==> config.mk <==
export PLATFORM = sky130hd
export DESIGN_NAME = tri_assemble
export DESIGN_NICKNAME = d
export VERILOG_FILES = /design/src/rtl/tri_pkg.sv /design/src/rtl/tri_fifo.sv /design/src/rtl/tri_assemble.sv
export SDC_FILE = /design/constraint.sdc
export NUM_CORES = 2
export LEC_CHECK = 0
export BUFFER_PORTS_ARGS = -buffer_cell sky130_fd_sc_hd__buf_2
export CAP_MARGIN = 5
export CORE_ASPECT_RATIO = 1.1
export CORE_MARGIN = 2
export CORE_UTILIZATION = 67
export DETAILED_ROUTE_END_ITERATION = 12
export GPL_TIMING_DRIVEN = 1
export PLACE_DENSITY = 0.84
export SLEW_MARGIN = 0
export SYNTH_ARGS = -nofsm -noshare
export SYNTH_HDL_FRONTEND = slang
export SYNTH_SLANG_ARGS = --single-unit
==> constraint.sdc <==
create_clock -name clk_in -period 12.7 [get_ports clk_in]
set_clock_uncertainty 0.1 [all_clocks]
set_input_delay 1.27 -clock clk_in [delete_from_list [all_inputs] [get_ports clk_in]]
set_output_delay 1.27 -clock clk_in [all_outputs]
set_load 0.005 [all_outputs]
==> src/rtl/tri_pkg.sv <==
// Shared widths and payload types for triangle assembly: vertex and triangle
// records plus small min/max helpers used for the bounding box.
package tri_pkg;

    localparam int unsigned COORD_W = 9;
    localparam int unsigned DIFF_W  = COORD_W + 1;
    localparam int unsigned PROD_W  = 2 * DIFF_W;
    localparam int unsigned AREA_W  = 21;
    localparam int unsigned NVERT   = 3;
    localparam int unsigned CNT_W   = 16;

    typedef logic [COORD_W-1:0] coord_t;

    typedef struct packed {
        coord_t x;
        coord_t y;
        coord_t z;
    } vertex_t;

    typedef struct packed {
        vertex_t [NVERT-1:0] v;
        coord_t              min_x;
        coord_t              min_y;
        coord_t              max_x;
        coord_t              max_y;
    } tri_t;

    function automatic coord_t min3(input coord_t a, input coord_t b, input coord_t c);
        coord_t m;
        m = (a < b) ? a : b;
        return (c < m) ? c : m;
    endfunction

    function automatic coord_t max3(input coord_t a, input coord_t b, input coord_t c);
        coord_t m;
        m = (a > b) ? a : b;
        return (c > m) ? c : m;
    endfunction

endpackage

==> src/rtl/tri_fifo.sv <==
// Show-ahead triangle FIFO with a registered head entry; a push is accepted
// while full whenever a pop happens in the same cycle.
module tri_fifo
    import tri_pkg::*;
#(
    parameter int unsigned DEPTH = 4
) (
    input  logic clk_i,
    input  logic rst_i,
    input  logic push_i,
    input  tri_t push_data_i,
    input  logic pop_i,
    output logic full_o,
    output logic empty_o,
    output tri_t head_o
);

    localparam int unsigned AW = (DEPTH > 1) ? $clog2(DEPTH) : 1;
    localparam int unsigned CW = AW + 1;

    tri_t          mem_q [DEPTH];
    logic [AW-1:0] wr_ptr_q, wr_ptr_d;
    logic [AW-1:0] rd_ptr_q, rd_ptr_d;
    logic [CW-1:0] count_q, count_d;
    logic          empty_q, empty_d;
    tri_t          head_q, head_d;
    logic          pop_ok, push_ok;

    assign full_o  = (count_q == CW'(DEPTH));
    assign empty_o = empty_q;
    assign head_o  = head_q;

    // Next-state: pointers, occupancy and the show-ahead head entry.
    always_comb begin
        pop_ok   = pop_i && !empty_q;
        push_ok  = push_i && (!full_o || pop_ok);
        wr_ptr_d = wr_ptr_q;
        rd_ptr_d = rd_ptr_q;
        count_d  = count_q;
        head_d   = head_q;
        if (push_ok) wr_ptr_d = wr_ptr_q + AW'(1);
        if (pop_ok)  rd_ptr_d = rd_ptr_q + AW'(1);
        case ({push_ok, pop_ok})
            2'b10:   count_d = count_q + CW'(1);
            2'b01:   count_d = count_q - CW'(1);
            default: count_d = count_q;
        endcase
        // New data goes straight to the head when it becomes the oldest entry.
        if (push_ok && ((count_q == '0) || (pop_ok && (count_q == CW'(1)))))
            head_d = push_data_i;
        else if (pop_ok && (count_q > CW'(1)))
            head_d = mem_q[rd_ptr_d];
        empty_d = (count_d == '0);
    end

    always_ff @(posedge clk_i) begin
        if (rst_i) begin
            wr_ptr_q <= '0;
            rd_ptr_q <= '0;
            count_q  <= '0;
            empty_q  <= 1'b1;
            head_q   <= '0;
        end else begin
            wr_ptr_q <= wr_ptr_d;
            rd_ptr_q <= rd_ptr_d;
            count_q  <= count_d;
            empty_q  <= empty_d;
            head_q   <= head_d;
        end
    end

    always_ff @(posedge clk_i) begin
        if (push_ok) mem_q[wr_ptr_q] <= push_data_i;
    end

endmodule

==> src/rtl/tri_assemble.sv <==
// Groups projected vertices into triangles, computes signed area and bbox in a
// three-stage pipeline, culls, and buffers survivors for the rasterizer.
module tri_assemble
    import tri_pkg::*;
#(
    parameter bit          CULL_BACK  = 1'b1,
    parameter int unsigned FIFO_DEPTH = 4
) (
    input  logic                          clk_in,
    input  logic                          rst_in,
    input  logic [NVERT-1:0][COORD_W-1:0] vert_in,
    input  logic                          vert_valid_in,
    input  logic                          obj_done_in,
    output logic [NVERT-1:0][COORD_W-1:0] tri_x_out,
    output logic [NVERT-1:0][COORD_W-1:0] tri_y_out,
    output logic [NVERT-1:0][COORD_W-1:0] tri_z_out,
    output logic [COORD_W-1:0]            bbox_min_x_out,
    output logic [COORD_W-1:0]            bbox_min_y_out,
    output logic [COORD_W-1:0]            bbox_max_x_out,
    output logic [COORD_W-1:0]            bbox_max_y_out,
    output logic                          tri_valid_out,
    input  logic                          tri_ready_in,
    output logic                          obj_done_out,
    output logic [CNT_W-1:0]              culled_count_out,
    output logic                          overflow_out
);

    // Collect stage
    logic [1:0] cnt_q, cnt_d;
    vertex_t    slot0_q, slot0_d;
    vertex_t    slot1_q, slot1_d;
    vertex_t    vin;
    tri_t       new_tri;
    logic       launch;

    // Pipeline stages
    logic                      s1_vld_q, s2_vld_q, s3_vld_q;
    tri_t                      s1_tri_q, s2_tri_q, s3_tri_q;
    logic signed [DIFF_W-1:0]  dx1_q, dy1_q, dx2_q, dy2_q;
    logic signed [DIFF_W-1:0]  dx1_d, dy1_d, dx2_d, dy2_d;
    logic signed [PROD_W-1:0]  p0_q, p1_q, p0_d, p1_d;
    logic signed [AREA_W-1:0]  area_q, area_d;

    // Output side
    logic             cull_c, push_c, pop_c;
    logic             fifo_full, fifo_empty;
    tri_t             fifo_head;
    logic [CNT_W-1:0] culled_q, culled_d;
    logic             overflow_q, overflow_d;
    logic             pending_q, pending_d;
    logic             obj_done_q, fire_c;

    assign vin = '{x: vert_in[2], y: vert_in[1], z: vert_in[0]};

    // Vertex counter; an end-of-object pulse discards any partial triangle.
    always_comb begin
        cnt_d   = cnt_q;
        slot0_d = slot0_q;
        slot1_d = slot1_q;
        launch  = 1'b0;
        if (obj_done_in) begin
            cnt_d = 2'd0;
        end else if (vert_valid_in) begin
            case (cnt_q)
                2'd0: begin
                    slot0_d = vin;
                    cnt_d   = 2'd1;
                end
                2'd1: begin
                    slot1_d = vin;
                    cnt_d   = 2'd2;
                end
                default: begin
                    launch = 1'b1;
                    cnt_d  = 2'd0;
                end
            endcase
        end
    end

    assign new_tri.v[0]  = slot0_q;
    assign new_tri.v[1]  = slot1_q;
    assign new_tri.v[2]  = vin;
    assign new_tri.min_x = min3(slot0_q.x, slot1_q.x, vin.x);
    assign new_tri.min_y = min3(slot0_q.y, slot1_q.y, vin.y);
    assign new_tri.max_x = max3(slot0_q.x, slot1_q.x, vin.x);
    assign new_tri.max_y = max3(slot0_q.y, slot1_q.y, vin.y);

    // Edge-function terms relative to v0; zero-extended so differences are signed.
    assign dx1_d  = DIFF_W'(slot1_q.x) - DIFF_W'(slot0_q.x);
    assign dy1_d  = DIFF_W'(slot1_q.y) - DIFF_W'(slot0_q.y);
    assign dx2_d  = DIFF_W'(vin.x) - DIFF_W'(slot0_q.x);
    assign dy2_d  = DIFF_W'(vin.y) - DIFF_W'(slot0_q.y);
    assign p0_d   = PROD_W'(dx1_q) * PROD_W'(dy2_q);
    assign p1_d   = PROD_W'(dx2_q) * PROD_W'(dy1_q);
    assign area_d = AREA_W'(p0_q) - AREA_W'(p1_q);

    assign cull_c = (area_q == '0) || (CULL_BACK && area_q[AREA_W-1]);
    assign push_c = s3_vld_q && !cull_c;
    assign pop_c  = !fifo_empty && tri_ready_in;

    assign culled_d   = (s3_vld_q && cull_c) ? culled_q + CNT_W'(1) : culled_q;
    assign overflow_d = overflow_q || (push_c && fifo_full && !pop_c);

    // Completion fires once everything issued before the pulse has left the block.
    assign fire_c    = pending_q && !s1_vld_q && !s2_vld_q && !s3_vld_q && fifo_empty;
    assign pending_d = (pending_q || obj_done_in) && !fire_c;

    always_ff @(posedge clk_in) begin
        if (rst_in) begin
            cnt_q      <= '0;
            slot0_q    <= '0;
            slot1_q    <= '0;
            s1_vld_q   <= 1'b0;
            s2_vld_q   <= 1'b0;
            s3_vld_q   <= 1'b0;
            s1_tri_q   <= '0;
            s2_tri_q   <= '0;
            s3_tri_q   <= '0;
            dx1_q      <= '0;
            dy1_q      <= '0;
            dx2_q      <= '0;
            dy2_q      <= '0;
            p0_q       <= '0;
            p1_q       <= '0;
            area_q     <= '0;
            culled_q   <= '0;
            overflow_q <= 1'b0;
            pending_q  <= 1'b0;
            obj_done_q <= 1'b0;
        end else begin
            cnt_q      <= cnt_d;
            slot0_q    <= slot0_d;
            slot1_q    <= slot1_d;
            s1_vld_q   <= launch;
            s1_tri_q   <= new_tri;
            dx1_q      <= dx1_d;
            dy1_q      <= dy1_d;
            dx2_q      <= dx2_d;
            dy2_q      <= dy2_d;
            s2_vld_q   <= s1_vld_q;
            s2_tri_q   <= s1_tri_q;
            p0_q       <= p0_d;
            p1_q       <= p1_d;
            s3_vld_q   <= s2_vld_q;
            s3_tri_q   <= s2_tri_q;
            area_q     <= area_d;
            culled_q   <= culled_d;
            overflow_q <= overflow_d;
            pending_q  <= pending_d;
            obj_done_q <= fire_c;
        end
    end

    tri_fifo #(
        .DEPTH(FIFO_DEPTH)
    ) u_fifo (
        .clk_i      (clk_in),
        .rst_i      (rst_in),
        .push_i     (push_c),
        .push_data_i(s3_tri_q),
        .pop_i      (pop_c),
        .full_o     (fifo_full),
        .empty_o    (fifo_empty),
        .head_o     (fifo_head)
    );

    for (genvar g = 0; g < NVERT; g++) begin : g_out
        assign tri_x_out[g] = fifo_head.v[g].x;
        assign tri_y_out[g] = fifo_head.v[g].y;
        assign tri_z_out[g] = fifo_head.v[g].z;
    end

    assign bbox_min_x_out   = fifo_head.min_x;
    assign bbox_min_y_out   = fifo_head.min_y;
    assign bbox_max_x_out   = fifo_head.max_x;
    assign bbox_max_y_out   = fifo_head.max_y;
    assign tri_valid_out    = !fifo_empty;
    assign obj_done_out     = obj_done_q;
    assign culled_count_out = culled_q;
    assign overflow_out     = overflow_q;

endmodule

# --- After elaboration in Yosys (flattened, before gate mapping) ---
# Memory sizes are Yosys's and may differ from the RTL's.
# Cells that the tools add are included.
op_classes:
  add_sub_neg: 10
  n_mul: 2
  order_cmp: 9
  n_eq_ne: 5
  muxes: 16
  bitwise: 2
  n_reduce_logical: 38
ops:
  columns: ["cell", "count"]
  rows:
  - ["$mux 117", 2]
  - ["$mux 9", 8]
  - ["$mul 10x10->20", 2]
  - ["$sub 9x9->10", 4]
  - ["$gt 9x9->1", 4]
  - ["$lt 9x9->1", 4]
  - ["$logic_not 21->1", 1]
  - ["$sub 20x20->21", 1]
  - ["$add 16x1->16 const B", 1]
  - ["$logic_and 1x1->1", 15]
  - ["$logic_not 1->1", 8]
  - ["$logic_not 3->1", 2]
  - ["$pmux 3 s2", 1]
  - ["$reduce_and 3->1", 2]
  - ["$logic_or 1x1->1", 5]
  - ["$add 2x1->2 const B", 2]
  - ["$eq 2x1->1 const B", 2]
  - ["$pmux 2 s2", 1]
  - ["$reduce_or 2->1", 2]
  - ["$add 3x1->3 const B", 1]
  - ["$eq 3x1->1 const B", 1]
  - ["$eq 3x3->1 const B", 1]
  - ["$gt 3x1->1 const B", 1]
  - ["$mux 1", 3]
  - ["7 further kinds", 8]
word_totals:
  register_bits: 655
  ram_bits: 468
  inputBits: 32
  output_inout_bits: 136
  wordCells: 160
  mem_count: 1
mem_list:
  columns: ["memory", "depth", "word_bits", "rd", "rd_clocked_by_memory_dff", "write_ports", "line", "rtl"]
  rows:
  - ["u_fifo.mem_q", 4, 117, 1, 0, 1, "tri_fifo.sv:21", "tri_t mem_q [DEPTH];"]

# --- Depth between registers and ports, before layout ---
depth:
  ltp_word: 8
  depth_mapped: 20
  ltp_nobuf: 19

# --- Hierarchy ---
# A second synthesis with hierarchy kept.
unflattened:
  cells_unflattened: 5049
  area_unflattened_um2: 53129.7
by_module_without_submodules:
  columns: ["mod", "n_inst", "cells_each", "area_per_inst_um2"]
  rows:
  - ["tri_assemble", 1, 2794, 26651.8]
  - ["tri_fifo", 1, 2255, 26477.9]

# --- Least setup slack after synthesis ---
# Ideal clock, no wire load.
synth_timing:
  kind: "register to register"
  startpoint: "reg dx1_q[9]"
  endpoint: "reg p0_q[19]"
  arrival_ns: 4.995
  required_ns: 12.472
  path_slack_ns: 7.478
  stages_incl_launch_ff: 19
  synth_period_minus_slack_ns: 5.222
  path_cell_list: "dfxtp_1 -> clkbuf_1 -> nand2_1 -> fa_1 -> inv_1 -> fa_1 -> fa_1 -> fa_1 -> inv_1 -> fa_1 -> inv_1 -> ha_1 -> a2111o_1 -> or2_2 -> nand4_1 -> nand2_1 -> a311oi_1 -> xnor2_1 -> nor2_1"
synth_between:
  elab_chain_cells: 1
synth_lines:
  columns: ["item", "line", "rtl"]
  rows:
  - ["start, declared", "tri_assemble.sv:39", "logic signed [DIFF_W-1:0] dx1_q, dy1_q, dx2_q, dy2_q;"]
  - ["start signal, assigned", "tri_assemble.sv:120", "dx1_q <= '0;"]
  - ["start signal, assigned", "tri_assemble.sv:137", "dx1_q <= dx1_d;"]
  - ["$mul 10x10->20", "tri_assemble.sv:94", "assign p0_d = PROD_W'(dx1_q) * PROD_W'(dy2_q);"]
  - ["end signal, assigned", "tri_assemble.sv:143", "p0_q <= p0_d;"]
  - ["end, declared", "tri_assemble.sv:41", "logic signed [PROD_W-1:0] p0_q, p1_q, p0_d, p1_d;"]
# Every way passes these cells.
# A chain may end at the register's enable or synchronous reset.

# --- Worst setup path after layout ---
layout_timing:
  startpoint: "reg dx2_q[9]"
  endpoint: "reg p1_q[19]"
layout_between:
  elab_chain_cells: 1
layout_lines:
  columns: ["item", "line", "rtl"]
  rows:
  - ["start, declared", "tri_assemble.sv:39", null]
  - ["start signal, assigned", "tri_assemble.sv:122", "dx2_q <= '0;"]
  - ["start signal, assigned", "tri_assemble.sv:139", "dx2_q <= dx2_d;"]
  - ["$mul 10x10->20", "tri_assemble.sv:95", "assign p1_d = PROD_W'(dx2_q) * PROD_W'(dy1_q);"]
  - ["end signal, assigned", "tri_assemble.sv:144", "p1_q <= p1_d;"]
  - ["end, declared", "tri_assemble.sv:41", null]
# Every way passes these cells.

==> metrics.md <==
| Metric | Value |
|---|---|
| Class of the worst hold path | reg2reg |
| Vias/cell | 5.85 |
| I/O Pins | 168 |
| Most instantiated cells after synthesis | dfxtp_1, edfxtp_1, inv_1 |
| First drt pass iteration count | 7 |
| RePlAce Congestion | 0.937 |
| Nets | 4521 |
| Crit path max-delay family | adder cells |
| CP max FO | 10 |
| Hold EP | s2_tri_q[32] |
| Uppermost layer routed | met5 |
| WHS | 0.335 ns |
| Rows | 104 |
| Reg clk slew, reported paths | 0.07 ns |
| Crit path buf inv count | 3 |
| Area leader, netlist | edfxtp_1 |
| CTS tree | yes |
| Max-Cap Viols | 0 |
| Largest net degree at the start of global routing | 230 |
| Non-Filler Instances | 5146 |
| Ratio of cells with drive above 1 in the final layout | 0.122 |
| Ranking of synthesized cells by area | edfxtp_1, dfxtp_1, fa_1, mux4_2, ha_1 |
| Gr usage total | 0.287 |
| Minimum clock period | 5.51 ns |
| Pwr per Cell Area | 165 mW/mm^2 |
| Place WS | 7.20 ns |
| CP Cell Sequence | nand2_1, fa_1, inv_1, fa_1, fa_1, fa_1, inv_1, fa_1, inv_1, ha_1, a2111o_1, or2_2, nand4_1, nand2_1, a311oi_1, xnor2_1, nor2_1 |
| Worst r2r src | dx2_q[9] |
| Register bit total from synthesis | 1123 |
| Initial Util | 0.675 |
| Main synth FF type | dfxtp_1 |
| VDD IR max | 0.113 mV |
| CP endpoint kind | register |
| # Post-CTS Setup Buffers | 0 |
| Synth Instances | 4001 |
| Library cells used by synthesis | 72 |
| Hold_buf cts | 0 |
| Syn_nets | 4417 |
| Final Max Slew Viols | 0 |
| Worst Hold Depth | 1 |
| DR vias | 30100 |
| Worst path max stage delay | 0.63 ns |
| # DRC | 0 |
| Status | finished, final reports clean |
| Final wirelength | 108000 microns |
| WL met1 | 42900 microns |
| Synth async-reset ratio | 0 |
| Post-synth top area share | 0.285 |
| Slew @ Worst Pin | 1.26 ns |
| Area growth, synth to finish | 9.66% |
| Post-DRT Antenna Nets | 0 |
| R2R Setup Slk | 7.19 ns |
| Hpwl dp | 70700 microns |
| Yosys Warn Count | 0 |
| CP required | 13.11 ns |
| First-pass GRT wire length | 169000 microns |
| Resize count post-CTS | 0 |
| CP Launch Type | register |
| Power, Total | 8.90 mW |
| Syn_area_per_cell | 12.3 sq um |
| TritonCTS Buffers | 100 |
| Final Hold Viols | 0 |
| Post-synth EDFFs | 468 |
| Met2 wire length | 54500 microns |
| Initial antenna violation count | 15 |
| Synth Cell Area | 0.0493 sq mm |
| Clock Sinks | 1123 |
| Final worst slack | 7.19 ns |
| Grt ovf | 0 |
| R2R depth | 17 |
| Routed wl met3 | 6270 microns |
| Sequential share of the synthesized area | 0.552 |
| Most used cell, CP | fa_1 |
| Placed Instances | 4957 |
| PortBufs | 167 |
| WP data arrival | 5.92 ns |
| Die Span X | 263 microns |
| CTS max path bufs | 3 |
| Final Setup Violations | 0 |
| Max-slew headroom | 0.155 |
| Core area | 0.0730 sq mm |
| Fmax | 0.181 GHz |
| H-tree levels | 3 |
| Worst skew pair latency | 0.66 ns |
| RSZ-0062 raised after global routing | false |
| Initial DRC Count | 2259 |
| Critical Path Slowest Stage Cell | fa_1 |
| Hold path start | s1_tri_q[32] |
| Chip height | 288 microns |
| Clock Root Buffer | clkbuf_16 |
| Vias in the first global route | 30700 |
| Wire length per cell | 21.0 microns |
| DIE AREA | 0.0757 sq mm |
| RR Endpoint | p1_q[19] |
| Setup_tns | 0 ns |
| Leak | 22.6 nW |
| WS Path Type | reg2reg |
| Final period util | 0.434 |
| Most common cell in the netlist | dfxtp_1 |
==> per-stage QoR <==
step | utilization | cell area (sq um)
after floorplan | - | 49300
after global placement | 0.694 | 50600
after detailed placement | 0.694 | 50600
after CTS | 0.740 | 54000
after global routing | 0.740 | 54000
final | 0.740 | 54000
==> power breakdown <==
part           switching [mW]  internal [mW]
Clock                    1.31           1.75
Combinational            1.01          0.813
Sequential              0.121           3.88
==> worst max path at each step <==
| stage | cells past startpoint | from | endpoint |
|---|---|---|---|
| final | 17 | dx2_q[9] | p1_q[19] |
| after global routing | 17 | dx2_q[9] | p1_q[19] |
| after CTS | 17 | dx2_q[9] | p1_q[19] |
| after detailed placement | 17 | dx2_q[9] | p1_q[19] |
| after global placement | 17 | dx2_q[9] | p1_q[19] |
| after floorplan | 18 | dx1_q[9] | p0_q[19] |
==> kinds of logic (layout without fill, tap and decap cells) <==
logic type               after synthesis  count (layout)  synth area share
AO/OA/AOI/OAI                        451             451            0.0605
XOR/XNOR                              84              84            0.0155
adder cells (fa/ha/maj)              384             384             0.126
buffers and inverters                539             727            0.0453
flip-flops                          1123            1123             0.552
multiplexers                         273             273            0.0860
other                                  0               3                 0
AND/OR/NAND/NOR                     1147            1147             0.115
==> worst reg2reg max path, delay by kind of cell (launching register included) <==
kind	cells	cell delay, ns
AO/OA/AOI/OAI	2	0.71
XOR/XNOR	1	0.16
adder cells (fa/ha/maj)	6	2.90
buffers and inverters	3	0.24
flip-flops	1	0.54
AND/OR/NAND/NOR	5	0.72
==> flip-flops by register name, indices dropped and copies added, names as in the netlist, 3 cells and up <==
register          count
u_fifo.head_o       117
u_fifo.mem_q        468
dy2_q                10
dy1_q                10
dx1_q                10
s2_tri_q            117
new_tri              54
area_q               21
dx2_q                10
u_fifo.count_q        3
s3_tri_q            117
p0_q                 20
p1_q                 20
culled_count_out     16
s1_tri_q            117
==> placed cells by master, fill, tap and decap left out, types with 16 or more instances in the layout <==
master,count
ha_1,197
buf_4,25
and3_1,22
buf_2,166
inv_1,345
nand2b_1,17
and2_1,77
mux2i_1,142
dfxtp_1,655
nor3_1,39
clkinv_2,16
xor2_1,24
o21ai_0,49
nor2_1,330
nor2b_1,314
mux4_2,112
a21o_1,28
edfxtp_1,468
nand2_1,258
xnor2_1,58
fa_1,187
a21oi_1,143
a211oi_1,152
clkbuf_16,107
clkbuf_1,23
==> area by class of cell <==
class                      instances  area [sq um]
multi-input combinational       2339         19900
timing repair buffer             194          1070
clock inverter                    42           412
inverter                         347          1300
clock buffer                     144          2960
antenna                            3          7.51
sequential                      1123         27200
fill                            4605         19000
tap                              954          1190
==> per-layer routing <==
metal  vias to the layer above  global-route usage
met5                         -                   0
li1                      13900                   -
met4                        16               0.123
met1                     15000               0.363
met2                       975               0.499
met3                       244              0.0423
(Power assumes the default switching activity.)
